**config.mk**
```make
export PLATFORM = sky130hd
export DESIGN_NAME = card_shoe
export DESIGN_NICKNAME = d
export VERILOG_FILES = /design/src/rtl/card_shoe.sv
export SDC_FILE = /design/constraint.sdc
export NUM_CORES = 1
export LEC_CHECK = 0
export ABC_AREA = 0
export CAP_MARGIN = 20
export CORE_AREA = 2 2 97 99
export DETAILED_ROUTE_END_ITERATION = 8
export DIE_AREA = 0 0 99 101
export MAX_ROUTING_LAYER = met4
export PLACE_DENSITY = 0.77
export SYNTH_ARGS = -nofsm -noshare
export SYNTH_HDL_FRONTEND = slang
export SYNTH_SLANG_ARGS = --single-unit
```
**constraint.sdc**
```tcl
create_clock -name clk -period 6.5 [get_ports clk]
set_clock_uncertainty 0.2 [all_clocks]
set_input_delay 0.975 -clock clk [delete_from_list [all_inputs] [get_ports clk]]
set_output_delay 0.975 -clock clk [all_outputs]
set_load 0.05 [all_outputs]
```
**src/rtl/card_shoe.sv**
```systemverilog
// card_shoe: 52-card shoe dealing pseudo-random undealt cards without repeats.
// A free-running 6-bit LFSR sweeps candidate indices; a used mask rejects repeats.
module card_shoe #(
  parameter logic [5:0] SEED      = 6'd1,
  parameter int         DECK_SIZE = 52
) (
  input  logic       clk,
  input  logic       reset,
  input  logic       draw,
  input  logic       shuffle,
  output logic [3:0] card_out,
  output logic [1:0] suit_out,
  output logic       card_valid,
  output logic       busy,
  output logic [5:0] cards_left,
  output logic       shoe_empty,
  output logic       reshuffled
);

  typedef enum logic [1:0] {
    S_IDLE,
    S_SEARCH,
    S_DELIVER,
    S_CLEAR
  } state_t;

  localparam logic [5:0] L_SEED = (SEED == 6'd0) ? 6'd1 : SEED;
  localparam logic [5:0] L_DECK = 6'(DECK_SIZE);

  state_t      r_state;
  state_t      w_next;
  logic [5:0]  r_lfsr;
  logic [63:0] r_used;
  logic [5:0]  r_left;
  logic        r_pend;
  logic [3:0]  r_card;
  logic [1:0]  r_suit;
  logic        r_resh;

  logic [5:0]  w_idx;
  logic        w_hit;
  logic        w_deal;
  logic        w_set_pend;
  logic [3:0]  w_rank;
  logic [1:0]  w_suit;

  assign w_idx  = r_lfsr - 6'd1;
  assign w_hit  = (w_idx < L_DECK) && !r_used[w_idx];
  assign w_rank = 4'(w_idx % 6'd13) + 4'd1;
  assign w_suit = 2'(w_idx / 6'd13);
  // An abort by shuffle takes priority over a hit in the same cycle.
  assign w_deal = (r_state == S_SEARCH) && !shuffle && w_hit;

  always_comb begin
    w_next     = r_state;
    w_set_pend = 1'b0;
    unique case (r_state)
      S_IDLE: begin
        if (shuffle) begin
          w_next = S_CLEAR;
        end else if (draw) begin
          if (r_left == 6'd0) begin
            w_next     = S_CLEAR;
            w_set_pend = 1'b1;
          end else begin
            w_next = S_SEARCH;
          end
        end
      end
      S_SEARCH: begin
        if (shuffle) begin
          w_next = S_CLEAR;
        end else if (w_hit) begin
          w_next = S_DELIVER;
        end
      end
      S_DELIVER: w_next = S_IDLE;
      S_CLEAR:   w_next = r_pend ? S_SEARCH : S_IDLE;
      default:   w_next = S_IDLE;
    endcase
  end

  always_ff @(posedge clk) begin
    if (reset) begin
      r_state <= S_IDLE;
      r_lfsr  <= L_SEED;
      r_used  <= '0;
      r_left  <= L_DECK;
      r_pend  <= 1'b0;
      r_card  <= 4'd0;
      r_suit  <= 2'd0;
      r_resh  <= 1'b0;
    end else begin
      r_state <= w_next;
      r_lfsr  <= {r_lfsr[4:0], r_lfsr[5] ^ r_lfsr[4]};
      r_resh  <= (r_state == S_CLEAR);
      if (r_state == S_CLEAR) begin
        r_used <= '0;
        r_left <= L_DECK;
        r_pend <= 1'b0;
      end else begin
        if (w_set_pend) begin
          r_pend <= 1'b1;
        end
        if (w_deal) begin
          r_used[w_idx] <= 1'b1;
          r_left        <= r_left - 6'd1;
          r_card        <= w_rank;
          r_suit        <= w_suit;
        end
      end
    end
  end

  assign card_out   = r_card;
  assign suit_out   = r_suit;
  assign card_valid = (r_state == S_DELIVER);
  assign busy       = (r_state != S_IDLE);
  assign cards_left = r_left;
  assign shoe_empty = (r_left == 6'd0);
  assign reshuffled = r_resh;

endmodule

```
Word-level counts from Yosys, hierarchy flattened
Cells that the tools add are included.
- bits in writable memories: 0
- ROM bits: 0
- bits of input ports: 4
- register bits after elaboration: 86
- memories: 0
- latch bits: 0
- output and inout port bits: 16
- logic and storage cells: 51
- divide/modulo/power cells: 2
- equality and inequality tests: 5
- shift-type cells: 0
- bitwise operators: 3
- $add $sub $neg: 3
- mux-type cells: 15
- multiply operators: 0
- order comparisons: 3
- reduce and logical (&&, ||, !) cells: 12
- operators with widths (kind ; count):
    bitwise OR 64 bit ; 1
    subtractor 6 x 1 -> 6 bit (second input constant) ; 2
    2-to-1 mux 2 bit ; 5
    case mux 2 bit (4 select lines) ; 1
    < comparator 6 x 7 -> 1 bit (second input constant) ; 1
    2-to-1 mux 1 bit ; 7
    binary-select mux 1 bit (select 6 bit) ; 1
    demux 1 bit (select 6 bit) ; 1
    divider 6 x 4 -> 6 bit (second input constant) ; 1
    >= comparator 6 x 1 -> 1 bit (second input constant) ; 1
    logical NOT 6 bit ; 1
    < comparator 6 bit (second input constant) ; 1
    modulo 6 x 4 -> 6 bit (second input constant) ; 1
    != test 3 bit (second input constant) ; 2
    adder 4 x 1 -> 4 bit (second input constant) ; 1
    equality test 2 bit (second input constant) ; 2
    logical AND 1 bit ; 4
    AND reduction 2 bit ; 2
    equality test 2 x 1 -> 1 bit (second input constant) ; 1
    logical NOT 1 bit ; 2
    logical NOT 2 bit ; 1
    nonzero test 2 bit ; 1
    OR reduction 2 bit ; 1
    inverter 1 bit ; 1
    bitwise XOR 1 bit ; 1

Logic depth before layout (Yosys ltp)
- depth after elaboration: 8
- depth in mapped cells: 29
- depth with buffers taken out: 24

Worst setup path before layout
Ideal clock, no wire load.
- kind: reg2reg
- start: register r_lfsr[0]
- end: register r_card[2], in the netlist card_out[2]
- path buffers: 5
- data arrival time: 5328 ps
- setup time: 86 ps
- setup slack: 886 ps
- clock period less this slack: 5614 ps
- data required time: 6214 ps
- cell stages (with the launch flop): 30
- cell sequence: dfxtp_1 -> clkbuf_1 -> buf_2 -> inv_1 -> buf_1 -> ha_1 -> buf_2 -> xor2_4 -> inv_2 -> clkbuf_1 -> ha_1 -> nor2b_1 -> and3_1 -> or2_2 -> inv_1 -> ha_1 -> o21ai_4 -> nor2_1 -> xnor2_1 -> inv_1 -> ha_1 -> inv_1 -> o211a_1 -> or2_4 -> nor2_1 -> a21oi_1 -> ha_1 -> xnor2_1 -> xor2_1 -> a211oi_1
- longest elaborated chain between the ends: 7
- elaborated cells between the ends (all ways): 10
- those cells by class: add/sub: 2; div: 1; order compare: 1; mux: 2; reduce/logical: 4
- RTL lines (element ; RTL line ; RTL):
    start, declared ; 32 ; logic [5:0] r_lfsr;
    start signal, assigned ; 95 ; r_lfsr <= {r_lfsr[4:0], r_lfsr[5] ^ r_lfsr[4]};
    subtractor 6 x 1 -> 6 bit (*) ; 47 ; assign w_idx = r_lfsr - 6'd1;
    parallel branches: the longest is 6 deep, another holds modulo 6 x 4 -> 6 bit ; -- ;
    end signal, assigned ; 108 ; r_card <= w_rank;
    end, declared ; 36 ; logic [3:0] r_card;
Mark *: on every way between the ends. The select of a mux whose other input is x is not followed.
A chain may end at the register's enable or synchronous reset.

Final worst setup path
Same ends and word-level chain as after synthesis.

==> metrics <==
grt met1 use=0.308; Mapped Nets=555; Worst EP arrival=5.67 ns; type of the most critical hold path=flip-flop to flip-flop; CTS hold repair buffers=0; vias in the first global route=3770; data required time at the worst endpoint=6.58 ns; pwr dens=252 mW/mm^2; DR iter-0 viols=263; routed len/inst=17.1 microns; most used cell, CP=ha_1; endpoints failing setup=0; # nets final=553; Tmin final=5.60 ns; final wirelength=11200 microns; Port Buf Inserts=19; H-tree Lvls=3; ys flop type=dfxtp_1; Final Hold Vio Count=0; commonest cells in the netlist=nor2_1, dfxtp_1, a21oi_1; largest area contributor in the netlist=dfxtp_1; Worst slew margin=0.391; cts repair resizes=0; GR Overflow Total=0; RSZ-0062 raised after global routing=no; area post-placement=0.00473 sq mm; DRC viols=0; Diodes inserted=0; Clock Latency Late Sink=0.36 ns; routed vias/inst=6.17; crit path launch type=flip-flop; met3 Usage GRT=0.0465; Leak=1.86 nW; initial antenna violation count=0; sequential-to-total area share from yosys stat=0.380; Core Area=0.00898 sq mm; Slew Viols, Final=0; multi-input logic area=0.00256 sq mm; status=complete, no violations; CP endpoint kind=flip-flop; worst ir drop on vdd=145 uV; via count=4034; total track usage=0.236; Max stage delay cell, worst path=ha_1; initial core utilization=0.505; Synth-to-Final Area Change=9.91%; post-CTS setup repair buffer count=0; cell count after placement=636; Register Area=0.00172 sq mm; # fillers=805; Gate Count Post-Synth=540; Worst-Margin Slew=0.914 ns; largest net degree at the start of global routing=62; Clock Tree Root=clkbuf_8; maxcap violations=0; hold slack=0.268 ns; Post-synth EDFFs=0; async set-reset flop share out of synthesis=0; Post-Route Setup TNS=0 ns; grt peak-use layer=met2; CTS tree=built; Layout Cells excl Fill=654; number of library cell types mapped by synthesis=81; dominant cell by count in the synthesized netlist=nor2_1; top post-synthesis cells by area=dfxtp_1, nor2_1, a21oi_1; Syn Area/Cell=8.39 sq um; largest fanout on the critical path=24; IO Pins=20; CTS clk-pin slew, worst paths=0.10 ns; Placer Congestion=0.858; DR pass1 iterations=5; die height=101 microns; total CTS buffers=9; fin crit share=0.861; Final HPWL DP=7450 microns; share of the synthesized area in the top cell type=0.380; Sink Count=86; GR Layer Usage met2=0.370; Slowest Stage Delay on Critical Path=0.47 ns; Synth Register Bits=86; first-pass GRT wire length=18500 microns; critical path class=flip-flop to flip-flop; Syn Std Cell Area=0.00453 sq mm; Cell Rows=35; Final Cell Area=0.00498 sq mm; die width=99 microns; Detail Route Antenna Nets=0; clk buf depth=2; DIE AREA=0.0100 sq mm; YS warnings=0; layout cells sized above 1=0.110; Max Clk Rate=179 MHz
-- flip-flops by register name (all words and copies together) (netlist names) --
name and count:
r_pend 1, r_used 64, cards_left 6, reshuffled 1, r_state 2, card_out 4
r_lfsr 6, suit_out 2
-- layout make-up --
type / instances / area share
clock buffers: 9 / 0.0249
clock inverters: 7 / 0.0206
inverters: 18 / 0.0136
multi-input cells: 395 / 0.514
flip-flops and latches: 86 / 0.346
well taps: 111 / 0.0279
repair buffers: 28 / 0.0538
-- critical path: cells and delay by family, from the launching register on --
| family | cells | cell delay (ns) |
|---|---|---|
| AO/OA/AOI/OAI | 4 | 0.62 |
| adder cells (fa/ha/maj) | 5 | 1.50 |
| AND/OR/NAND/NOR | 6 | 1.19 |
| buffers and inverters | 6 | 1.07 |
| flip-flops | 1 | 0.32 |
| XOR/XNOR | 4 | 0.57 |
-- worst paths after layout --
path	slack (ns)	endpoint	cells past startpoint	from
max reg2reg	0.90	card_out[2]$_SDFFE_PP0P_	25	r_lfsr[0]$_SDFF_PP1_
min reg2reg	0.27	r_used[21]$_SDFFE_PP0P_	2	r_used[21]$_SDFFE_PP0P_
min	0.27	r_used[21]$_SDFFE_PP0P_	2	r_used[21]$_SDFFE_PP0P_
max	0.90	card_out[2]$_SDFFE_PP0P_	25	r_lfsr[0]$_SDFF_PP1_
-- per-stage QoR --
stage                     utilization  power [mW]  setup WS [ns]
after floorplan                     -       0.764          0.886
after global placement          0.526       0.820           1.22
after detailed placement        0.527       0.827           1.01
after CTS                       0.552        1.25          0.977
after global routing            0.555        1.31          0.440
final                           0.555        1.25          0.904
-- report_power, final --
group | switching [mW] | internal, mW | leakage [nW] | total, mW
clock | 0.208 | 0.222 | 0.116 | 0.430
combinational | 0.183 | 0.0962 | 1.05 | 0.279
sequential | 0.00973 | 0.535 | 0.695 | 0.544
-- cell families after synthesis --
logic type               after synthesis  synth area share
adder cells (fa/ha/maj)               11            0.0304
AO/OA/AOI/OAI                        148             0.223
AND/OR/NAND/NOR                      209             0.232
flip-flops                            86             0.380
multiplexers                          16            0.0533
buffers and inverters                 59            0.0561
XOR/XNOR                              11            0.0254
-- per-layer routing --
metal  part of all wire  wire, microns
met1               0.45           5090
met2               0.47           5320
met3              0.050            559
met4              0.022            247
met5                  0              0
-- placed cells by master (no fill, tap or decap), types with 6 or more instances in the layout --
| master | instances |
|---|---|
| nor2_1 | 89 |
| dfxtp_1 | 86 |
| a21oi_1 | 66 |
| nand2_1 | 26 |
| nand3_1 | 22 |
| clkdlybuf4s50_1 | 19 |
| inv_1 | 16 |
| and3_1 | 13 |
| o21ai_0 | 11 |
| nor3_1 | 11 |
| ha_1 | 11 |
| nor2b_1 | 9 |
| a41oi_1 | 9 |
| clkbuf_8 | 9 |
| o21a_1 | 8 |
| xnor2_1 | 7 |
| buf_4 | 7 |
| and2_1 | 6 |
| o22ai_1 | 6 |
| mux4_2 | 6 |
(Power assumes the default switching activity.)
